`config.mk`:
```
export PLATFORM = sky130hd
export DESIGN_NAME = decimal_to_bcd_encoder
export DESIGN_NICKNAME = d
export VERILOG_FILES = /design/src/rtl/decimal_to_bcd_encoder.sv
export SDC_FILE = /design/constraint.sdc
export NUM_CORES = 1
export LEC_CHECK = 0
export CAP_MARGIN = 20
export CORE_ASPECT_RATIO = 1.25
export CORE_MARGIN = 2
export CORE_UTILIZATION = 50
export CTS_CLUSTER_DIAMETER = 40
export CTS_CLUSTER_SIZE = 12
export DETAILED_ROUTE_END_ITERATION = 8
export HOLD_SLACK_MARGIN = 0.15
export PLACE_DENSITY = 0.69
export SLEW_MARGIN = 10
export SYNTH_ARGS = -nofsm -noshare
export SYNTH_HDL_FRONTEND = slang
export SYNTH_SLANG_ARGS = --single-unit
```
`constraint.sdc`:
```
create_clock -name clk -period 8.7 [get_ports clk]
set_input_delay 1.305 -clock clk [delete_from_list [all_inputs] [get_ports clk]]
set_output_delay 1.305 -clock clk [all_outputs]
set_load 0.1 [all_outputs]
```
`src/rtl/decimal_to_bcd_encoder.sv`:
```
// Debounced ten-key decimal to BCD encoder.
// Emits one valid per press and keeps a short digit history.
module decimal_to_bcd_encoder #(
    parameter int DEBOUNCE_CYCLES = 4,
    parameter int NUM_DIGITS      = 2
) (
    input  logic                    clk,
    input  logic                    rst_n,
    input  logic                    clear,
    input  logic                    D0,
    input  logic                    D1,
    input  logic                    D2,
    input  logic                    D3,
    input  logic                    D4,
    input  logic                    D5,
    input  logic                    D6,
    input  logic                    D7,
    input  logic                    D8,
    input  logic                    D9,
    output logic                    A,
    output logic                    B,
    output logic                    C,
    output logic                    D,
    output logic                    valid,
    output logic                    err,
    output logic [4*NUM_DIGITS-1:0] history
);

    localparam int         HW       = 4 * NUM_DIGITS;
    localparam logic [7:0] CNT_LAST = 8'(DEBOUNCE_CYCLES - 1);

    typedef enum logic [1:0] {
        IDLE,
        DEBOUNCE,
        HOLD,
        RELEASE
    } state_e;

    logic [9:0]    pins;
    logic [9:0]    sync_q;
    logic [9:0]    s_q;
    logic [9:0]    cand_q;
    state_e        state_q;
    logic [7:0]    cnt_q;
    logic [3:0]    code_q;
    logic          valid_q;
    logic          err_q;
    logic [HW-1:0] hist_q;
    logic [HW-1:0] hist_d;
    logic [3:0]    key_code;
    logic [3:0]    key_ones;
    logic          key_none;
    logic          key_one;
    logic          key_multi;
    logic          same_key;
    logic          cnt_done;

    assign pins = {D9, D8, D7, D6, D5, D4, D3, D2, D1, D0};

    // Two-flop synchroniser for the asynchronous key lines
    always_ff @(posedge clk) begin
        if (!rst_n) begin
            sync_q <= '0;
            s_q    <= '0;
        end else begin
            sync_q <= pins;
            s_q    <= sync_q;
        end
    end

    // Classify the synchronised keys: none, exactly one, or several
    always_comb begin
        key_code = '0;
        key_ones = '0;
        for (int i = 0; i < 10; i++) begin
            if (s_q[i]) begin
                key_code = 4'(i);
                key_ones = key_ones + 4'd1;
            end
        end
        key_none  = (key_ones == 4'd0);
        key_one   = (key_ones == 4'd1);
        key_multi = (key_ones > 4'd1);
    end

    assign same_key = (s_q == cand_q);
    assign cnt_done = (cnt_q == CNT_LAST);

    // New digit enters the low nibble; the oldest one drops off the top
    generate
        if (NUM_DIGITS == 1) begin : g_hist_one
            assign hist_d = key_code;
        end else begin : g_hist_many
            assign hist_d = {hist_q[HW-5:0], key_code};
        end
    endgenerate

    // Press/release debounce FSM with registered code, valid, err and history
    always_ff @(posedge clk) begin
        if (!rst_n) begin
            state_q <= IDLE;
            cnt_q   <= '0;
            cand_q  <= '0;
            code_q  <= '0;
            valid_q <= 1'b0;
            err_q   <= 1'b0;
            hist_q  <= '0;
        end else begin
            valid_q <= 1'b0;
            err_q   <= key_multi && !clear;
            if (clear) begin
                code_q <= '0;
                hist_q <= '0;
            end
            unique case (state_q)
                IDLE: begin
                    if (key_one) begin
                        cand_q  <= s_q;
                        cnt_q   <= 8'd1;
                        state_q <= DEBOUNCE;
                    end
                end
                DEBOUNCE: begin
                    if (!same_key) begin
                        cnt_q   <= '0;
                        state_q <= IDLE;
                    end else if (cnt_done) begin
                        cnt_q   <= '0;
                        state_q <= HOLD;
                        if (!clear) begin
                            code_q  <= key_code;
                            valid_q <= 1'b1;
                            hist_q  <= hist_d;
                        end
                    end else begin
                        cnt_q <= cnt_q + 8'd1;
                    end
                end
                HOLD: begin
                    if (key_none) begin
                        cnt_q   <= 8'd1;
                        state_q <= RELEASE;
                    end
                end
                RELEASE: begin
                    if (!key_none) begin
                        cnt_q   <= '0;
                        state_q <= HOLD;
                    end else if (cnt_done) begin
                        cnt_q   <= '0;
                        state_q <= IDLE;
                    end else begin
                        cnt_q <= cnt_q + 8'd1;
                    end
                end
                default: begin
                    cnt_q   <= '0;
                    state_q <= IDLE;
                end
            endcase
        end
    end

    assign {D, C, B, A} = code_q;
    assign valid        = valid_q;
    assign err          = err_q;
    assign history      = hist_q;

endmodule

```
**After elaboration in Yosys (flattened, before gate mapping)**

Index checks and enable logic that the tools add are counted.

- Flip-flop bits (word level): 54
- Bits of input ports: 13
- Output and inout port bits: 14
- Word-level logic and storage cells: 81

- Add/subtract/negate cells: 10
- Order comparisons: 1
- Eq/ne operators: 10
- Multiplexer cells: 43
- Reduce and logical (&&, ||, !) cells: 8

Operators with widths:

| kind | count |
|---|---|
| two-way mux 4 bit | 22 |
| two-way mux 8 bit | 10 |
| adder 4 x 1 -> 4 bit (second input constant) | 9 |
| one-hot mux 8 bit (4 select lines) | 1 |
| two-way mux 2 bit | 6 |
| == test 10 bit | 1 |
| adder 8 x 1 -> 8 bit (second input constant) | 1 |
| == test 8 x 2 -> 1 bit (second input constant) | 1 |
| one-hot mux 2 bit (4 select lines) | 1 |
| AND reduction 4 bit | 2 |
| inequality test 3 bit (second input constant) | 2 |
| == test 2 bit (second input constant) | 2 |
| == test 4 x 1 -> 1 bit (second input constant) | 1 |
| > comparator 4 x 1 -> 1 bit (second input constant) | 1 |
| logical NOT 4 bit | 1 |
| inequality test 2 bit (second input constant) | 2 |
| AND reduction 2 bit | 2 |
| two-way mux 1 bit | 3 |
| == test 2 x 1 -> 1 bit (second input constant) | 1 |
| logical NOT 2 bit | 1 |
| logical AND 1 bit | 1 |
| logical NOT 1 bit | 1 |

**Logic depth before layout (Yosys ltp)**

- Word-level depth: 22
- Gate-level depth with buffers: 30
- Mapped depth without buffers: 29

**Least setup slack after synthesis**

No wires, ideal clock.

- Path type: register to register
- Start: register s_q[0]
- End: register cnt_q[1]
- Setup time: 0.059 ns
- Data arrival time: 5.229 ns
- Data required time: 8.641 ns
- Path slack: 3.412 ns
- Cell stages (with the launch flop): 30
- Path buffers: 1
- Clock period less this slack: 5.288 ns
- Cells stage by stage: dfxtp_1 -> inv_1 -> ha_1 -> xor2_1 -> ha_1 -> nand2_1 -> o31ai_1 -> ha_1 -> nor2b_1 -> nor2_1 -> ha_1 -> nor2b_1 -> nor3_1 -> ha_1 -> nand2_1 -> o41ai_2 -> ha_1 -> inv_1 -> a21oi_1 -> ha_1 -> a21oi_1 -> nor2_1 -> ha_1 -> nand2b_1 -> o32a_1 -> or3_1 -> o21ai_2 -> buf_6 -> o2bb2ai_1 -> and2_1

- Cells in the longest elaborated chain, start to end: 22
- Elaborated cells between the ends (all ways): 28
- Classes of those cells: 9 x add/sub; 4 x eq/ne; 13 x mux; 2 x reduce/logical

Ends and longest elaborated chain:

| element | line | text |
|---|---|---|
| start: declaration | 41 | `logic [9:0] s_q;` |
| start signal: assignment | 67 | `s_q <= sync_q;` |
| two-way mux 1 bit | 76 | `if (s_q[i]) begin` |
| adder 4 x 1 -> 4 bit | 78 | `key_ones = key_ones + 4'd1;` |
| two-way mux 4 bit | 76 |  |
| adder 4 x 1 -> 4 bit | 78 |  |
| two-way mux 4 bit | 76 |  |
| adder 4 x 1 -> 4 bit | 78 |  |
| two-way mux 4 bit | 76 |  |
| adder 4 x 1 -> 4 bit | 78 |  |
| [... 6 more ...] | n/a |  |
| two-way mux 4 bit | 76 |  |
| adder 4 x 1 -> 4 bit | 78 |  |
| two-way mux 4 bit | 76 |  |
| adder 4 x 1 -> 4 bit | 78 |  |
| two-way mux 4 bit | 76 |  |
| logical NOT 4 bit / == test 4 x 1 -> 1 bit (equally long branches) | 81, 82 |  |
| two-way mux 8 bit / inequality test 2 bit (equally long branches) | n/a |  |
| one-hot mux 8 bit (4 select lines) / AND reduction 2 bit (equally long branches) | n/a |  |
| end signal: assignment | 136 | `cnt_q <= cnt_q + 8'd1;` |
| end signal: assignment | 153 | `cnt_q <= cnt_q + 8'd1;` |
| end: declaration | 44 | `logic [7:0] cnt_q;` |

Parallel ways exist; a longest one is shown, timed or not.
A chain may end at the register's enable or synchronous reset.

**Worst setup path after layout**

- Start: register s_q[1]
- End: register cand_q[4]

- Cells in the longest elaborated chain, start to end: 19

Ends and longest elaborated chain:

| element | line | text |
|---|---|---|
| two-way mux 4 bit (*) | 76 |  |
| adder 4 x 1 -> 4 bit | 78 |  |
| two-way mux 4 bit (*) | 76 |  |
| adder 4 x 1 -> 4 bit | 78 |  |
| two-way mux 4 bit (*) | 76 |  |
| adder 4 x 1 -> 4 bit | 78 |  |
| two-way mux 4 bit (*) | 76 |  |
| adder 4 x 1 -> 4 bit | 78 |  |
| [... 3 more ...] | n/a |  |
| adder 4 x 1 -> 4 bit | 78 |  |
| two-way mux 4 bit (*) | 76 |  |
| adder 4 x 1 -> 4 bit | 78 |  |
| two-way mux 4 bit (*) | 76 |  |
| adder 4 x 1 -> 4 bit | 78 |  |
| two-way mux 4 bit (*) | 76 |  |
| == test 4 x 1 -> 1 bit (*) | 82 | `key_one = (key_ones == 4'd1);` |
| AND reduction 2 bit (no line) (*) | n/a |  |
| end signal: assignment | 118 | `cand_q <= s_q;` |
| end: declaration | 42 | `logic [9:0] cand_q;` |

Every way passes the cells marked *; elsewhere a longest branch is shown, timed or not.

==> qor.txt <==
Setup-failing EPs final: 0
CTS H-tree depth: 2
Fin util: 58.5%
Worst min-delay path startpoint: sync_q[2]
First-pass GRT wire length: 8490 um
MaxCap Viol Count: 0
Via density: 5.27
Pleak: 1.31 nW
RSZ-0062 raised after global routing: no
Clock transition at the registers of the reported paths: 0.09 ns
Max Transition Viols Final: 0
RD Place Congestion: 0.773
Cell Rows: 30
Final Cycle Share: 69.9%
Clock Path Buffers: 2
Die width: 71.9 um
Cts bufs inserted: 5
Area Overhead vs Synth: 12.0%
Number of nets with antenna violations after routing: 0
Post-synth EDFFs: 0
Largest net degree at the start of global routing: 45
Initial antenna violation count: 0
Ys Warns: 0
Core area: 0.00552 sq mm
Synth unique cells: 47
Max FO, Critical Path: 10
Post-CTS Hold Fix Bufs: 0
Worst vdd ir: 98.7 uV
Critical path arrival: 6.28 ns
Drc violations: 0
Post-synthesis simple-gate area fraction: 23.1%
Vias in the first global route: 1936
Run status: completed
Most frequent cell after synthesis: dfxtp_1
Reg2reg start: s_q[1]
Crit path top cell by count: ha_1
CP Class: reg2reg
Post-route setup TNS: 0 ns
CP peak stage delay: 0.80 ns
Synth Register Bits: 54
Hold EP: s_q[2]
Post-Syn Nets: 331
Main synth FF type: dfxtp_1
Hold WS: 0.438 ns
Post-synth top area cell: dfxtp_1
Design area: 0.00323 sq mm
Placement Cell Area: 0.00314 sq mm
Slew margin rel.: 34.2%
Mapped Cells: 308
First drt pass iteration count: 4
CP startpoint: s_q[1]
Largest cells by area after synthesis: dfxtp_1 (37%), mux2i_1 (5.6%), and2_1 (5.2%), xor2_1 (4.6%), ha_1 (4.3%)
Post-synth ARST share: 0%
Worst r2r path cells: 28
Die ar.: 0.00640 sq mm
Worst-margin pin slew: 0.982 ns
Skew final: 0.00595 ns
Die H: 88.9 um
Critical Path Start Type: register
Largest family of logic cells by synthesized area: simple AND/OR/NAND/NOR gates
PortBufs: 26
Synth top cells by count: dfxtp_1 (54), nand2_1 (26), and2_1 (24)
Required time worst endpoint: 8.90 ns
Fin crit period: 6.08 ns
Synth Area in XOR/XNOR: 14.4%
DRT Wirelength: 4890 um
Hold WC Path Type: reg2reg
CTS root buf: clkbuf_8
Capturing point of the worst reg2reg path: cand_q[4]
Post-synthesis mux area share: 6.33%
Worst skew pair latency: 0.30 ns
Critical path's slowest cell: nor3_2
Gr usage total: 16.7%
Nets: 349
Post-Syn Area: 0.00289 sq mm
DPL Wire Length: 3600 um
Post-CTS Resized: 0
Effective utilization at floorplan: 52.3%
Yosys top cell area share: 37.5%
Flop2flop setup slack: 2.62 ns
Min-Delay Path Depth: 1
Worst setup EP type: register
Seq/Total Area, Yosys: 37.5%
Gr ovfl total: 0
Syn Area/Cell: 9.37 sq um
Synth Area in Compound Gates: 9.84%
Final hold vios: 0
DR iter-0 viols: 57
Share of cells above drive strength 1: 7.03%
# Post-CTS Setup Buffers: 0
Tot Pwr: 0.532 mW
CTS tree: built
DR vias: 2062
Diodes inserted: 0
Io pins: 27
PwrDens: 165 mW/mm^2
CTS Sinks: 54
Wire per inst: 12.5 um
Synth Area in Adders: 4.34%
Peak Freq: 164 MHz
## logic make-up after synthesis
group	count (synthesis)
simple gates	130
flops	54
compound gates	37
xor+xnor	34
buf+inv	26
mux	17
fa+ha+maj	10
## placed cells by master, fill, tap and decap left out, types with 2 or more instances in the layout
cell type | Yosys | routed
mux2i_1 | 16 | 16
nor2b_1 | 16 | 16
clkdlybuf4s50_1 | 0 | 26
o31ai_1 | 3 | 3
nand2b_1 | 3 | 3
xnor2_4 | 2 | 2
a21oi_1 | 11 | 11
a31oi_1 | 6 | 6
nand2_1 | 26 | 26
ha_1 | 10 | 10
clkbuf_8 | 0 | 6
and2_1 | 24 | 24
inv_1 | 10 | 10
dfxtp_1 | 54 | 54
o21ai_1 | 3 | 3
xnor2_2 | 4 | 4
nand3_1 | 12 | 12
xnor3_1 | 2 | 2
nor3_1 | 11 | 11
nand4_1 | 5 | 5
or3_1 | 2 | 2
nor2_1 | 23 | 23
xnor2_1 | 9 | 9
xor2_1 | 15 | 15
and3_1 | 3 | 3
nor4_1 | 3 | 3
## worst max-delay path, delay by kind of cell, from the launching register on
kind	cells	cell delay [ns]
AO/OA/AOI/OAI	4	0.63
XOR/XNOR	4	0.73
adder cells (fa/ha/maj)	7	2.00
buffers and inverters	2	0.12
flip-flops	1	0.43
multiplexers	1	0.28
AND/OR/NAND/NOR	10	1.82
## metrics by stage
stage	std cells	worst slack, ns
after floorplan	308	3.41
after global placement	383	2.79
after detailed placement	383	2.61
after CTS	391	2.58
after global routing	391	2.12
final	391	2.62
## flip-flops by register name, indices dropped and copies added (netlist names)
name / cells
history: 8
state_q: 2
code_q: 4
err: 1
cand_q: 10
cnt_q: 8
sync_q: 10
valid: 1
s_q: 10
## cell type report
cell class / count / area, sq um
repair buffers: 27 / 268
multi-input cells: 228 / 1670
flip-flops and latches: 54 / 1080
clock buffers: 7 / 86.3
well taps: 64 / 80.1
fillers: 498 / 2290
inverters: 10 / 37.5
clock inverters: 1 / 5.00
## power by group
part	leakage, nW	internal (mW)	switching [mW]
Combinational	0.821	0.0584	0.0641
Clock	0.0482	0.0643	0.0764
Sequential	0.440	0.257	0.0112
## worst max-delay path by stage
stage	to	slack (ns)	cells past startpoint
6_report	cand_q[4]	2.62	28
5_1_grt	cand_q[8]	2.12	27
4_1_cts	cand_q[8]	2.58	28
3_5_place_dp	cand_q[8]	2.61	27
3_3_place_gp	cand_q[8]	2.79	27
2_1_floorplan	cnt_q[1]	3.41	29
## layer usage
layer / share of wire [%] / track usage (%) / wire (um)
met1: 47 / 20.5 / 2300
met2: 49 / 29.2 / 2410
met3: 2.2 / 3.49 / 109
met4: 1.5 / 6.00 / 74
met5: 0 / 0 / 0
No activity file was read; power rests on OpenSTA's default activity.
